<file path="src/rtl/alu_op_sequencer.sv">
// Multi-cycle issue/writeback controller for the 16-bit combinational alu.
// Holds an 8 x 16 register file and sequences IDLE -> READ -> EXEC -> WB per operation.
module alu_op_sequencer (
  input  logic        clk,
  input  logic        rst_n,
  input  logic        in_valid,
  output logic        in_ready,
  input  logic [5:0]  funct,
  input  logic [2:0]  rs,
  input  logic [2:0]  rt,
  input  logic [2:0]  rd,
  input  logic        ld_en,
  input  logic [2:0]  ld_addr,
  input  logic [15:0] ld_data,
  output logic [15:0] ReadData1,
  output logic [15:0] ReadData2,
  output logic [3:0]  Control,
  input  logic [15:0] WriteData,
  input  logic        Overflow,
  output logic        done,
  output logic [15:0] result,
  output logic        ovf,
  output logic        illegal,
  input  logic [2:0]  dbg_addr,
  output logic [15:0] dbg_data
);

  typedef enum logic [1:0] {
    S_IDLE = 2'd0,
    S_READ = 2'd1,
    S_EXEC = 2'd2,
    S_WB   = 2'd3
  } state_t;

  localparam logic [5:0] F_AND = 6'b100100;
  localparam logic [5:0] F_OR  = 6'b100101;
  localparam logic [5:0] F_ADD = 6'b100000;
  localparam logic [5:0] F_SUB = 6'b100010;
  localparam logic [5:0] F_SLT = 6'b101010;
  localparam logic [5:0] F_NOR = 6'b100111;

  state_t      state, state_nxt;
  logic [5:0]  op_funct;
  logic [2:0]  op_rs, op_rt, op_rd;
  logic [15:0] regs [0:7];

  logic [3:0]  dec_ctrl;
  logic        dec_illegal;
  logic        dec_addsub;
  logic        accept;
  logic        wb_en;
  logic        ld_fire;

  // ---------------------------------------------------------------- control
  // NOTE: state registers use non-blocking (<=) so every flop samples pre-edge values.
  always_ff @(posedge clk or negedge rst_n) begin
    if (!rst_n) state <= S_IDLE;
    else        state <= state_nxt;
  end

  // NOTE: every output of this block gets a default first, so no path infers a latch.
  always_comb begin
    state_nxt = state;
    in_ready  = 1'b0;
    done      = 1'b0;
    unique case (state)
      S_IDLE: begin
        in_ready = 1'b1;
        if (in_valid) state_nxt = S_READ;
      end
      S_READ: state_nxt = S_EXEC;
      S_EXEC: state_nxt = S_WB;
      S_WB: begin
        done      = 1'b1;
        state_nxt = S_IDLE;
      end
      default: state_nxt = S_IDLE;
    endcase
  end

  assign accept = (state == S_IDLE) && in_valid;

  // Operation fields are captured once at accept; later in_valid traffic is dropped.
  always_ff @(posedge clk or negedge rst_n) begin
    if (!rst_n) begin
      op_funct <= '0;
      op_rs    <= '0;
      op_rt    <= '0;
      op_rd    <= '0;
    end else if (accept) begin
      op_funct <= funct;
      op_rs    <= rs;
      op_rt    <= rt;
      op_rd    <= rd;
    end
  end

  // ----------------------------------------------------------------- decode
  always_comb begin
    dec_ctrl    = 4'b0000;
    dec_illegal = 1'b0;
    dec_addsub  = 1'b0;
    unique case (op_funct)
      F_AND: dec_ctrl = 4'b0000;
      F_OR:  dec_ctrl = 4'b0001;
      F_ADD: begin dec_ctrl = 4'b0010; dec_addsub = 1'b1; end
      F_SUB: begin dec_ctrl = 4'b0110; dec_addsub = 1'b1; end
      F_SLT: dec_ctrl = 4'b0111;
      F_NOR: dec_ctrl = 4'b1100;
      default: dec_illegal = 1'b1;
    endcase
  end

  // --------------------------------------------------------------- datapath
  // Operands/control change only in READ, giving the ALU all of EXEC to settle.
  always_ff @(posedge clk or negedge rst_n) begin
    if (!rst_n) begin
      ReadData1 <= '0;
      ReadData2 <= '0;
      Control   <= '0;
    end else if (state == S_READ) begin
      ReadData1 <= regs[op_rs];
      ReadData2 <= regs[op_rt];
      Control   <= dec_ctrl;
    end
  end

  always_ff @(posedge clk or negedge rst_n) begin
    if (!rst_n) begin
      result  <= '0;
      ovf     <= 1'b0;
      illegal <= 1'b0;
    end else if (state == S_EXEC) begin
      result  <= dec_illegal ? 16'h0000 : WriteData;
      ovf     <= dec_addsub & Overflow;
      illegal <= dec_illegal;
    end
  end

  // ---------------------------------------------------------- register file
  // Register 0 is never written, so it reads as zero without a read-side mux.
  assign ld_fire = (state == S_IDLE) && ld_en && (ld_addr != 3'd0);
  assign wb_en   = (state == S_WB) && (op_rd != 3'd0) && !illegal && !ovf;

  // NOTE: the register file is reset explicitly because reset must clear architectural state.
  always_ff @(posedge clk or negedge rst_n) begin
    if (!rst_n) begin
      for (int i = 0; i < 8; i++) regs[i] <= '0;
    end else if (ld_fire) begin
      regs[ld_addr] <= ld_data;
    end else if (wb_en) begin
      regs[op_rd] <= result;
    end
  end

  assign dbg_data = regs[dbg_addr];

endmodule

</file>
<file path="config.mk">
export PLATFORM = sky130hd
export DESIGN_NAME = alu_op_sequencer
export DESIGN_NICKNAME = d
export VERILOG_FILES = /design/src/rtl/alu_op_sequencer.sv
export SDC_FILE = /design/constraint.sdc
export NUM_CORES = 1
export LEC_CHECK = 0
export ABC_AREA = 1
export CAP_MARGIN = 20
export CORE_AREA = 2 2 237 181
export DETAILED_ROUTE_END_ITERATION = 12
export DIE_AREA = 0 0 239 183
export HOLD_SLACK_MARGIN = 0.15
export SYNTH_ARGS = -nofsm -noshare
export SYNTH_HDL_FRONTEND = slang
export SYNTH_SLANG_ARGS = --single-unit
export TNS_END_PERCENT = 50
</file>
<file path="constraint.sdc">
create_clock -name clk -period 1.7 [get_ports clk]
set_input_delay 0.34 -clock clk [delete_from_list [all_inputs] [get_ports clk]]
set_output_delay 0.34 -clock clk [all_outputs]
set_load 0.005 [all_outputs]
</file>
==> qor.csv, run 1 <==
stage;metric;value;unit
status;status;complete, but fails checks;
status;violations;negative setup slack;
cells_and_area;multi_input_area;8010;um2
placement;dp_cells;2908;
grt;antenna_found_initial;0;
timing;whs;332;ps
worst_setup_path;rrSetupSlack;-60;ps
cells_and_area;final-instance-count-excl-fill;3052;
run;maxCapViolations;0;
worst_setup_path;crit_type;flip-flop to output pin;
timing;fin_crit_sh;1.08;
routing;first_pass_iters;5;
cells_and_area;fill_cells;4195;
power_and_ir_drop;leakagePower;10.5;nW
cells_and_area;seqCellArea;4980;um2
routing;routed_via_density;5.29;
synthesis;yosysWarnings;0;
worst_setup_path;worstSetupEndpointType;output pin;
clocking;cts_buffers;17;
placement;gp_congestion;0.909;
timing;setup_viol;69;
timing;fin_crit;1840;ps
cells_and_area;final_area;19600;um2
routing;wl;57900;um
grt;grt_pass1_wl;86900;um
timing;drv_slew;0;
grt;grt_pass1_vias;16000;
synthesis;syn_nets;2256;
timing;fin_setup_tns;-2960;ps
timing;rsz0062_at_grt;yes;
routing;drt_iter0_drc;1719;
timing;tightestPinTransition;465;ps
floorplan;die-area;43700;um2
synthesis;synth_cell_types;27;
worst_setup_path;cpPeakStageDelay;390;ps
floorplan;core_region_area;41500;um2
grt;gr-total-overflow;0;
routing;vias;16100;
timing;max_freq;543;MHz
floorplan;io_pins;130;
clocking;cts_tree;built;
synthesis;avgSynthCellArea;6.16;um2
timing;setup_slack;-143;ps
synthesis;syn_area;13500;um2
worst_setup_path;cp-start-kind;flip-flop;
synthesis;ys_seq_elements;199;
routing;wire_per_inst;19.0;um
clocking;clkLatencyLatePin;480;ps
clocking;htreeDepth;4;
synthesis;syn-instance-count;2193;
worst_setup_path;cp.buffers_inverters;2;
worst_setup_path;crit_chain;inv_2, a21oi_2, o21ai_1, nand2_1, nand2_1, nand2_2, buf_2;
floorplan;die_w;239;um
cells_and_area;fin_nets;2566;
clocking;cts_sinks;199;
worst_hold_path;min_path_type;input pin to async pin;
cells_and_area;diodes;0;
worst_setup_path;cp.required;1360;ps
grt;grt.total_usage;0.256;
power_and_ir_drop;peakVddDrop;0.992;mV
floorplan;std_cell_rows;65;
cells_and_area;final_layout_size_suffix_gt1_frac;0.264;
timing;finalClockSkew;20.3;ps
cells_and_area;area_growth;44.9;%
placement;portBuffers;129;
worst_setup_path;crit_family;flip-flops;
floorplan;start_util;0.325;
synthesis;yosysSeqAreaShare;0.369;
routing;ant_nets;0;
floorplan;die_height;183;um
timing;slew_headroom;0.690;
synthesis;synth_edf_count;0;
clocking;root_buffer;clkbuf_16;
synthesis;async_reset_ff_frac;1.00;
worst_setup_path;cp.arrival;1500;ps
routing;route.detailed.drc;0;
worst_setup_path;slowest_stage;dfrtp_1;
synthesis;ys_dominant_reg_cell;dfrtp_1;
power_and_ir_drop;powerDensity;1360;nW/um2
worst_setup_path;path_common_cell;nand2_1;
clocking;path_clk_slew;80;ps
worst_setup_path;worst-path-max-fanout;2;
placement;postPlaceCellArea;16800;um2
timing;hold_violations;0;
clocking;cts_buffer_depth;2;
grt;grt_start_max_net_pins;65;
placement;detailed_place_hpwl;39700;um
worst reg2reg max path, cell delays in order (launching register included):
cell and delay [ps]:
dfrtp_1 400, inv_2 70, ha_4 180, nand2_8 120
clkinv_8 110, nand2_8 120, buf_8 140, nand3_4 130
nand2_4 140, buf_12 150, nand2_2 80, nand2_1 70
sequential cells by signal, summed over array words and instances, names as in the netlist:
signal     count
Control        4
ReadData1     16
ReadData2     16
illegal        1
op_funct       6
op_rd          3
op_rs          3
op_rt          3
ovf            1
regs         128
result        16
state          2
Yosys cell counts (2+ instances only):
library cell | number | area, um2
buf_1 | 27 | 101
clkbuf_1 | 95 | 357
nand3_4 | 2 | 35.0
inv_2 | 3 | 11.3
ha_1 | 5 | 62.6
nor2_1 | 124 | 465
buf_6 | 3 | 33.8
nor3_4 | 2 | 32.5
nand2_1 | 873 | 3280
buf_4 | 15 | 113
dfrtp_1 | 199 | 4980
o21ai_1 | 15 | 75.1
nor2_2 | 6 | 37.5
clkinv_1 | 3 | 11.3
nand3_2 | 2 | 20.0
o21ai_0 | 135 | 676
buf_2 | 19 | 95.1
inv_1 | 200 | 751
nand3_1 | 369 | 1850
nand2_2 | 12 | 75.1
a21oi_1 | 78 | 390
area by class of cell:
type,count,share of cell area
inverters,207,0.0404
flip-flops and latches,199,0.255
clock inverters,12,0.00678
multi-input cells,1630,0.409
clock buffers,20,0.0223
repair buffers,448,0.232
well taps,536,0.0343
routing by layer:
metal  GRT usage  vias up  share of wire  wire [um]
met3      0.0355      108          0.072       4170
met5           0        -              0          0
met4      0.0888        0          0.025       1420
li1            -     7522              -          -
met1       0.323     7789           0.42      24100
met2       0.447      726           0.49      28200
path summary, 6_finish.rpt:
kind                                to      start  cells after the start
max in group asynchronous     op_rt[0]      rst_n                      3
min reg2reg                  regs[127]  regs[127]                      0
max reg2reg                   regs[54]   state[0]                     11
max                        dbg_data[6]   regs[38]                      7
min                           regs[41]      rst_n                      2
min in group clk             regs[127]  regs[127]                      0
logic make-up after synthesis:
logic type / Yosys count / synth area share
AO/OA/AOI/OAI: 230 / 0.0862
adder cells (fa/ha/maj): 5 / 0.00463
buffers and inverters: 366 / 0.109
flip-flops: 199 / 0.369
multiplexers: 1 / 0.000834
AND/OR/NAND/NOR: 1392 / 0.430
cell usage in the layout, fill, tap and decap left out, drive strengths merged, types with 3 or more instances in the layout:
cell type,synthesis,layout
a21oi,79,79
buf,64,328
nand2,885,887
clkdlybuf4s50,0,57
clkbuf,95,30
nor3,3,3
dlymetal6s2s,0,29
o21ai,150,150
nand3,373,373
clkinv,4,10
ha,5,5
dfrtp,199,199
dlygate4sd2,0,22
nor2,130,130
inv,203,207
report_power, final:
part / switching (mW) / internal (mW) / total, mW
clock network: 2.17 / 2.08 / 4.25
registers: 0.867 / 6.08 / 6.94
logic: 9.24 / 6.26 / 15.5
stage by stage:
stage	setup slack [ps]	total power [mW]	util
global placement	-815	20.3	0.404
CTS	-120	25.6	0.439
global route	-211	28.6	0.472
floorplan	34.4	14.6	-
detailed placement	-805	20.5	0.404
finish	-143	26.7	0.472
repair_timing:
item / in CTS / in global routing
gates resized for setup: 266 / 311
setup buffers: 69 / 26
gates cloned: 4 / 13
endpoints found under the setup margin: 154 / 160
hold buffers: 1 / 0
hold endpoints to repair: 199 / 0
pin swaps: 36 / 87
Note: power is estimated with default switching activity, not from simulation.
==> run 2, diff against run 1 <==
- RECOVER_POWER: not set -> 50
==> run 2 against run 1 <==
Net effect:
- highest routed layer unchanged
- die area is the same
- via count rose by 0.22%
- sequential share of layout area rose by 0.065 points
- non-clock buffer count unchanged
- setup slack improved by 6.2 ps
- first-iteration DRC count is 1.6% lower
- count of clock-buffer cells in the layout did not move
- the flow still finishes with violations (negative setup slack)
- final cell count did not move
- largest cell class unchanged
==> qor.csv, run 2 (synthesized netlist as in run 1, its figures left out) <==
stage;metric;value;unit;change
timing;whs;421;ps;+88.9 ps
status;violations;negative setup slack;;
worst_setup_path;cp-start-kind;flip-flop;;
cells_and_area;final-instance-count-excl-fill;3052;;unchanged
power_and_ir_drop;sequentialPowerShare;0.261;;about the same
timing;fin_crit_sh;1.08;;-0.00364
cells_and_area;area_growth;44.6;%;
cells_and_area;final_area;19500;um2;-0.26%
floorplan;io_pins;130;;unchanged
timing;setup_viol;66;;-4.3%
routing;first_pass_iters;6;;+1
routing;route.detailed.drc;0;;unchanged
cells_and_area;layout_commonest_cell;nand2_1;;
cells_and_area;fin_nets;2566;;unchanged
routing;wl;57800;um;-0.21%
timing;drv_slew;0;;unchanged
worst_hold_path;min-delay-start;regs[127];;
grt;gr-total-overflow;0;;unchanged
placement;portBuffers;129;;unchanged
placement;detailed_place_hpwl;39700;um;unchanged
floorplan;die_w;239;um;unchanged
worst_setup_path;cp.arrival;1500;ps;about the same
timing;tightestPinTransition;826;ps;+361 ps
routing;routed_via_density;5.30;;+0.22%
grt;antenna_found_initial;0;;unchanged
grt;grt.total_usage;0.256;;unchanged
grt;grt_pass1_vias;16000;;unchanged
worst_hold_path;min_path_type;flip-flop to flip-flop;;
cells_and_area;post-route-util;0.470;;-0.00121
timing;rsz0062_at_grt;yes;;
floorplan;die-area;43700;um2;unchanged
placement;dp_cells;2908;;unchanged
power_and_ir_drop;p_sw;12.3;mW;-0.22%
timing;slew_headroom;0.449;;-0.241
timing;finalClockSkew;20.6;ps;+0.214 ps
cells_and_area;mostFrequentLayoutCells;nand2_1 (752), nand3_1 (357), buf_4 (232), dfrtp_1 (195), inv_1 (145);;
grt;grt_pass1_wl;86900;um;unchanged
clocking;htreeDepth;4;;unchanged
timing;fin_crit;1840;ps;-6.19 ps
run;maxCapViolations;0;;unchanged
power_and_ir_drop;peakVddDrop;0.993;mV;about the same
timing;max_freq;545;MHz;+0.34%
worst_setup_path;cp.buffers_inverters;2;;unchanged
power_and_ir_drop;powerDensity;1370;nW/um2;+0.10%
worst_setup_path;crit_type;flip-flop to output pin;;
cells_and_area;diodes;0;;unchanged
placement;gp_congestion;0.909;;unchanged
worst_setup_path;crit_chain;inv_2, a21oi_2, o21ai_1, nand2_1, nand2_1, nand2_2, buf_6;;
worst_setup_path;regToRegStartpoint;state[0];;
clocking;cts_buffer_depth;2;;unchanged
placement;postPlaceCellArea;16800;um2;unchanged
routing;wire_per_inst;18.9;um;-0.21%
clocking;clkLatencyLatePin;480;ps;about the same
worst_setup_path;worst-path-max-fanout;2;;unchanged
floorplan;std_cell_rows;65;;unchanged
floorplan;start_util;0.325;;unchanged
clocking;path_clk_slew;80;ps;about the same
power_and_ir_drop;leakagePower;10.5;nW;-0.18%
worst_setup_path;slowest_stage;dfrtp_1;;
routing;ant_nets;0;;unchanged
worst_setup_path;crit_family;flip-flops;;
worst_setup_path;crit_start;regs[110];;
timing;setup_slack;-137;ps;+6.19 ps
worst_setup_path;path_common_cell;nand2_1;;
grt;grt_start_max_net_pins;65;;unchanged
clocking;cts_sinks;199;;unchanged
timing;hold_violations;0;;unchanged
cells_and_area;final_layout_size_suffix_gt1_frac;0.264;;unchanged
worst_setup_path;cp.required;1360;ps;about the same
power_and_ir_drop;clockPowerShare;0.159;;about the same
routing;vias;16200;;+0.22%
status;status;complete, but fails checks;;
worst_setup_path;worstSetupEndpointType;output pin;;
floorplan;die_height;183;um;unchanged
cells_and_area;largest_register_ffs;128;;unchanged
floorplan;core_region_area;41500;um2;unchanged
power_and_ir_drop;p_int;14.4;mW;about the same
power_and_ir_drop;switching_share;0.460;;about the same
routing;drt_iter0_drc;1692;;-1.6%
cells_and_area;largest_register;regs;;
clocking;cts_buffers;17;;unchanged
clocking;root_buffer;clkbuf_16;;
power_and_ir_drop;combPwrFrac;0.580;;about the same
clocking;cts_tree;built;;
worst_setup_path;cpPeakStageDelay;400;ps;about the same
## run 2: cell types whose count changed in the layout (fill, tap and decap cells not counted), sizes merged
cell    change
clkbuf      +2
buf         -2
## run 2: area by class of cell
| class | count | area, um2 |
|---|---|---|
| Multi-Input combinational cell | 1630 | 8010 |
| Fill cell | 4208 | 22000 |
| Timing Repair Buffer | 448 | 4490 |
| Inverter | 207 | 790 |
| Clock inverter | 12 | 133 |
| Clock buffer | 20 | 437 |
| Sequential cell | 199 | 4980 |
| Tap cell | 536 | 671 |
## run 2: metrics by stage
stage	setup slack [ps]	setup TNS, ps	power [mW]
after detailed placement	-805	-40420	20.5
final	-137	-2910	26.7
after global placement	-815	-39040	20.3
after floorplan	34.4	0	14.6
after CTS	-120	-1420	25.6
after global routing	-211	-8230	28.6
## run 2: path summary, 6_finish.rpt
| path | to | slack [ps] | cells after the start |
|---|---|---|---|
| max | dbg_data[14] | -140 | 7 |
| max reg2reg | regs[106] | -70 | 11 |
| min in group asynchronous | regs[41] | 500 | 2 |
| max in group asynchronous | regs[27] | 150 | 3 |
| min | regs[127] | 420 | 0 |
| min reg2reg | regs[127] | 420 | 0 |
## run 2: power by group through the flow
stage               logic, mW  registers (mW)  clock network (mW)
finish                   15.5            6.95                4.25
global route             17.0            7.12                4.48
CTS                      14.4            6.94                4.27
detailed placement       13.5            7.04                   0
global placement         13.3            7.03                   0
floorplan                7.77            6.79                   0
## run 2: timing repair
action                                  CTS  global route
endpoints found under the hold margin   199             0
cloned                                    4            13
setup buffers                            69            26
pin swaps                                36            87
endpoints found under the setup margin  154           160
hold buffers                              1             0
gates resized for setup                 266           311
## run 2: routing by layer
metal  GRT usage  wire, um  vias up
li1            -         -     7521
met1       0.323     24100     7831
met2       0.447     28100      713
met3      0.0355      4040      115
met4      0.0888      1530        0
met5           0         0        -
==> run 3, diff against run 2 <==
- ABC_AREA: 1 -> 0
- CORE_AREA: 2 2 237 181 -> 2 2 218 166
- DIE_AREA: 0 0 239 183 -> 0 0 220 168
==> run 3 against run 2 <==
Net effect:
- highest routed layer is now met5
- critical endpoint is now regs[68]
- sequential power increased by 13%
- count of clock-buffer cells in the layout stayed put
- the flow still finishes with violations (negative setup slack)
- non-clock buffer count decreased by 8
==> qor.csv, run 3 <==
stage;metric;value;unit;change
status;status;complete, but fails checks;;
status;violations;negative setup slack;;
timing;finalClockSkew;20.7;ps;+0.114 ps
clocking;cts_sinks;199;;unchanged
worst_setup_path;cpPeakStageDelay;510;ps;+110 ps
routing;ant_nets;0;;unchanged
worst_setup_path;reg2reg_depth;7;;-4
clocking;path_clk_slew;70;ps;about the same
cells_and_area;final-instance-count-excl-fill;1758;;-42%
worst_setup_path;cp.arrival;2450;ps;+950 ps
cells_and_area;final_layout_size_suffix_gt1_frac;0.478;;+0.214
synthesis;yosysSeqAreaShare;0.439;;+0.0703
run;maxCapViolations;0;;unchanged
grt;antenna_found_initial;4;;+4
floorplan;die_w;220;um;-7.9%
worst_hold_path;min_path_cells;2;;+2
placement;gp_congestion;0.889;;-2.2%
worst_setup_path;cp.depth;7;;unchanged
synthesis;syn-instance-count;910;;-59%
cells_and_area;final_area;17100;um2;-13%
grt;grt_pass1_wl;65600;um;-25%
power_and_ir_drop;peakVddDrop;1.24;mV;+25%
worst_hold_path;min_path_type;input pin to flip-flop;;
cells_and_area;area_growth;50.5;%;
timing;slew_headroom;0.296;;-0.154
cells_and_area;seqCellArea;4980;um2;about the same
grt;grt_pass1_vias;10300;;-36%
routing;vias;10100;;-38%
grt;gr-total-overflow;0;;unchanged
grt;grt_start_max_net_pins;65;;unchanged
cells_and_area;largest_register;regs;;
worst_setup_path;crit_type;flip-flop to flip-flop;;
clocking;htreeDepth;4;;unchanged
synthesis;synth_cell_types;55;;+100%
floorplan;io_pins;130;;unchanged
timing;tightestPinTransition;1060;ps;+230 ps
synthesis;async_reset_ff_frac;1.00;;unchanged
floorplan;start_util;0.323;;-0.00277
worst_setup_path;crit_chain;ha_2, or4b_4, buf_6, o22ai_4, buf_12, buf_12, mux2_4;;
worst_setup_path;worst-path-max-fanout;6;;+4
routing;wire_per_inst;24.9;um;+31%
timing;setup_slack;-414;ps;-278 ps
worst_setup_path;cp.buffers_inverters;3;;+1
cells_and_area;layout_commonest_cell;buf_4;;
synthesis;synth_area_leaders;dfrtp_1 (44%), mux4_2 (19%), mux2_2 (6.4%), a22o_1 (3.2%), mux2i_1 (2.8%);;
routing;routed_via_density;5.74;;+8.2%
timing;fin_crit_sh;1.24;;+0.163
synthesis;synth_edf_count;0;;unchanged
floorplan;die-area;37000;um2;-15%
power_and_ir_drop;powerDensity;1690;nW/um2;+24%
floorplan;core_region_area;35100;um2;-15%
grt;grt.total_usage;0.242;;-0.0143
worst_setup_path;cp.required;2030;ps;+670 ps
placement;portBuffers;129;;unchanged
placement;detailed_place_hpwl;30100;um;-24%
clocking;root_buffer;clkbuf_16;;
worst_setup_path;cp-start-kind;flip-flop;;
synthesis;yosysWarnings;0;;unchanged
routing;route.detailed.drc;0;;unchanged
synthesis;syn_area;11300;um2;-16%
worst_setup_path;slowest_stage;or4b_4;;
timing;hold_violations;0;;unchanged
placement;dp_cells;1687;;-42%
worst_setup_path;crit_family;simple AND/OR/NAND/NOR gates;;
timing;setup_viol;130;;+97%
timing;whs;481;ps;+59.2 ps
synthesis;ys_dominant_reg_cell;dfrtp_1;;
timing;max_freq;473;MHz;-13%
routing;wl;43800;um;-24%
synthesis;syn_nets;973;;-57%
cells_and_area;multi_input_area;6550;um2;-18%
synthesis;ys_top_cells_by_count;dfrtp_1 (199), mux4_2 (96), mux2_2 (64);;
timing;fin_crit;2110;ps;+278 ps
cells_and_area;mostFrequentLayoutCells;buf_4 (221), dfrtp_1 (196), mux4_2 (96), clkdlybuf4s50_1 (60), buf_6 (44);;
worst_setup_path;worstSetupEndpointType;flip-flop;;
cells_and_area;post-route-util;0.486;;+0.0153
clocking;cts_tree;built;;
routing;first_pass_iters;5;;-1
timing;rsz0062_at_grt;yes;;
cells_and_area;fin_nets;1340;;-48%
synthesis;avgSynthCellArea;12.5;um2;+100%
synthesis;ys_seq_elements;199;;unchanged
synthesis;netlist.area_leader.share;0.439;;+0.0703
placement;pre_cts_ws;-862;ps;-56.4 ps
power_and_ir_drop;leakagePower;7.67;nW;-27%
power_and_ir_drop;power.total;28.8;mW;+8.1%
clocking;cts_buffers;17;;unchanged
placement;postPlaceCellArea;15300;um2;-8.5%
worst_setup_path;path_common_cell;buf_12;;
routing;drt_iter0_drc;1205;;-29%
timing;drv_slew;0;;unchanged
cells_and_area;largest_register_ffs;128;;unchanged
clocking;cts_buffer_depth;2;;unchanged
synthesis;post-synth-top-area-cell;dfrtp_1;;
timing;fin_setup_tns;-32850;ps;-29930 ps
cells_and_area;fill_cells;3113;;-26%
floorplan;die_height;168;um;-8.2%
floorplan;std_cell_rows;60;;-7.7%
synthesis;synthMostInstantiatedCell;dfrtp_1;;
clocking;clkLatencyLatePin;470;ps;about the same
run 3: final timing paths:
path	startpoint	to	slack [ps]
max reg2reg	state[0]	regs[68]	-410
min reg2reg	regs[122]	regs[122]	510
min	WriteData[4]	result[4]	480
max	state[0]	regs[68]	-410
min in group asynchronous	rst_n	result[4]	600
max in group asynchronous	rst_n	regs[121]	180
run 3: worst register-to-register path: cells and delay by family, from the launching register on:
kind                     cells  cell delay, ps
AND/OR/NAND/NOR              1             510
flip-flops                   1             380
AO/OA/AOI/OAI                1             160
buffers and inverters        3             440
multiplexers                 1             310
adder cells (fa/ha/maj)      1             200
run 3: area by class of cell:
| cell class | count | area share |
|---|---|---|
| diodes | 3 | 0.000440 |
| inverters | 22 | 0.00499 |
| flip-flops and latches | 199 | 0.292 |
| clock buffers | 20 | 0.0262 |
| multi-input cells | 597 | 0.384 |
| well taps | 465 | 0.0341 |
| repair buffers | 440 | 0.251 |
| clock inverters | 12 | 0.00814 |
run 3: where the power goes:
group          switching, mW  leakage [nW]  internal [mW]
Sequential              1.25          2.51           6.62
Combinational           7.51          4.88           9.27
Clock                   2.05         0.280           2.12
Total                   10.8          7.67           18.0
run 3: timing repair:
action / CTS / global route
setup buffers: 16 / 16
hold buffers: 1 / 0
cloned: 5 / 1
hold endpoints to repair: 64 / 0
pin swaps: 15 / 11
endpoints found under the setup margin: 151 / 183
gates resized for setup: 244 / 76
run 3: cell families (layout without fill, tap and decap cells):
logic type | count (synthesis) | count (layout) | synth area share
DFF | 199 | 199 | 0.439
other | 0 | 3 | 0
AOI/OAI and AO/OA | 255 | 255 | 0.164
and+or+nand+nor | 144 | 144 | 0.0630
buffers and inverters | 114 | 494 | 0.0445
adders and majority gates | 5 | 5 | 0.00552
muxes | 193 | 193 | 0.284
run 3: metal layers:
layer | part of all wire | up-vias | global-route usage
met5 | 0.00030 | - | 0
li1 | - | 4309 | -
met1 | 0.45 | 5090 | 0.355
met4 | 0.025 | 2 | 0.0785
met3 | 0.11 | 88 | 0.0706
met2 | 0.42 | 595 | 0.340
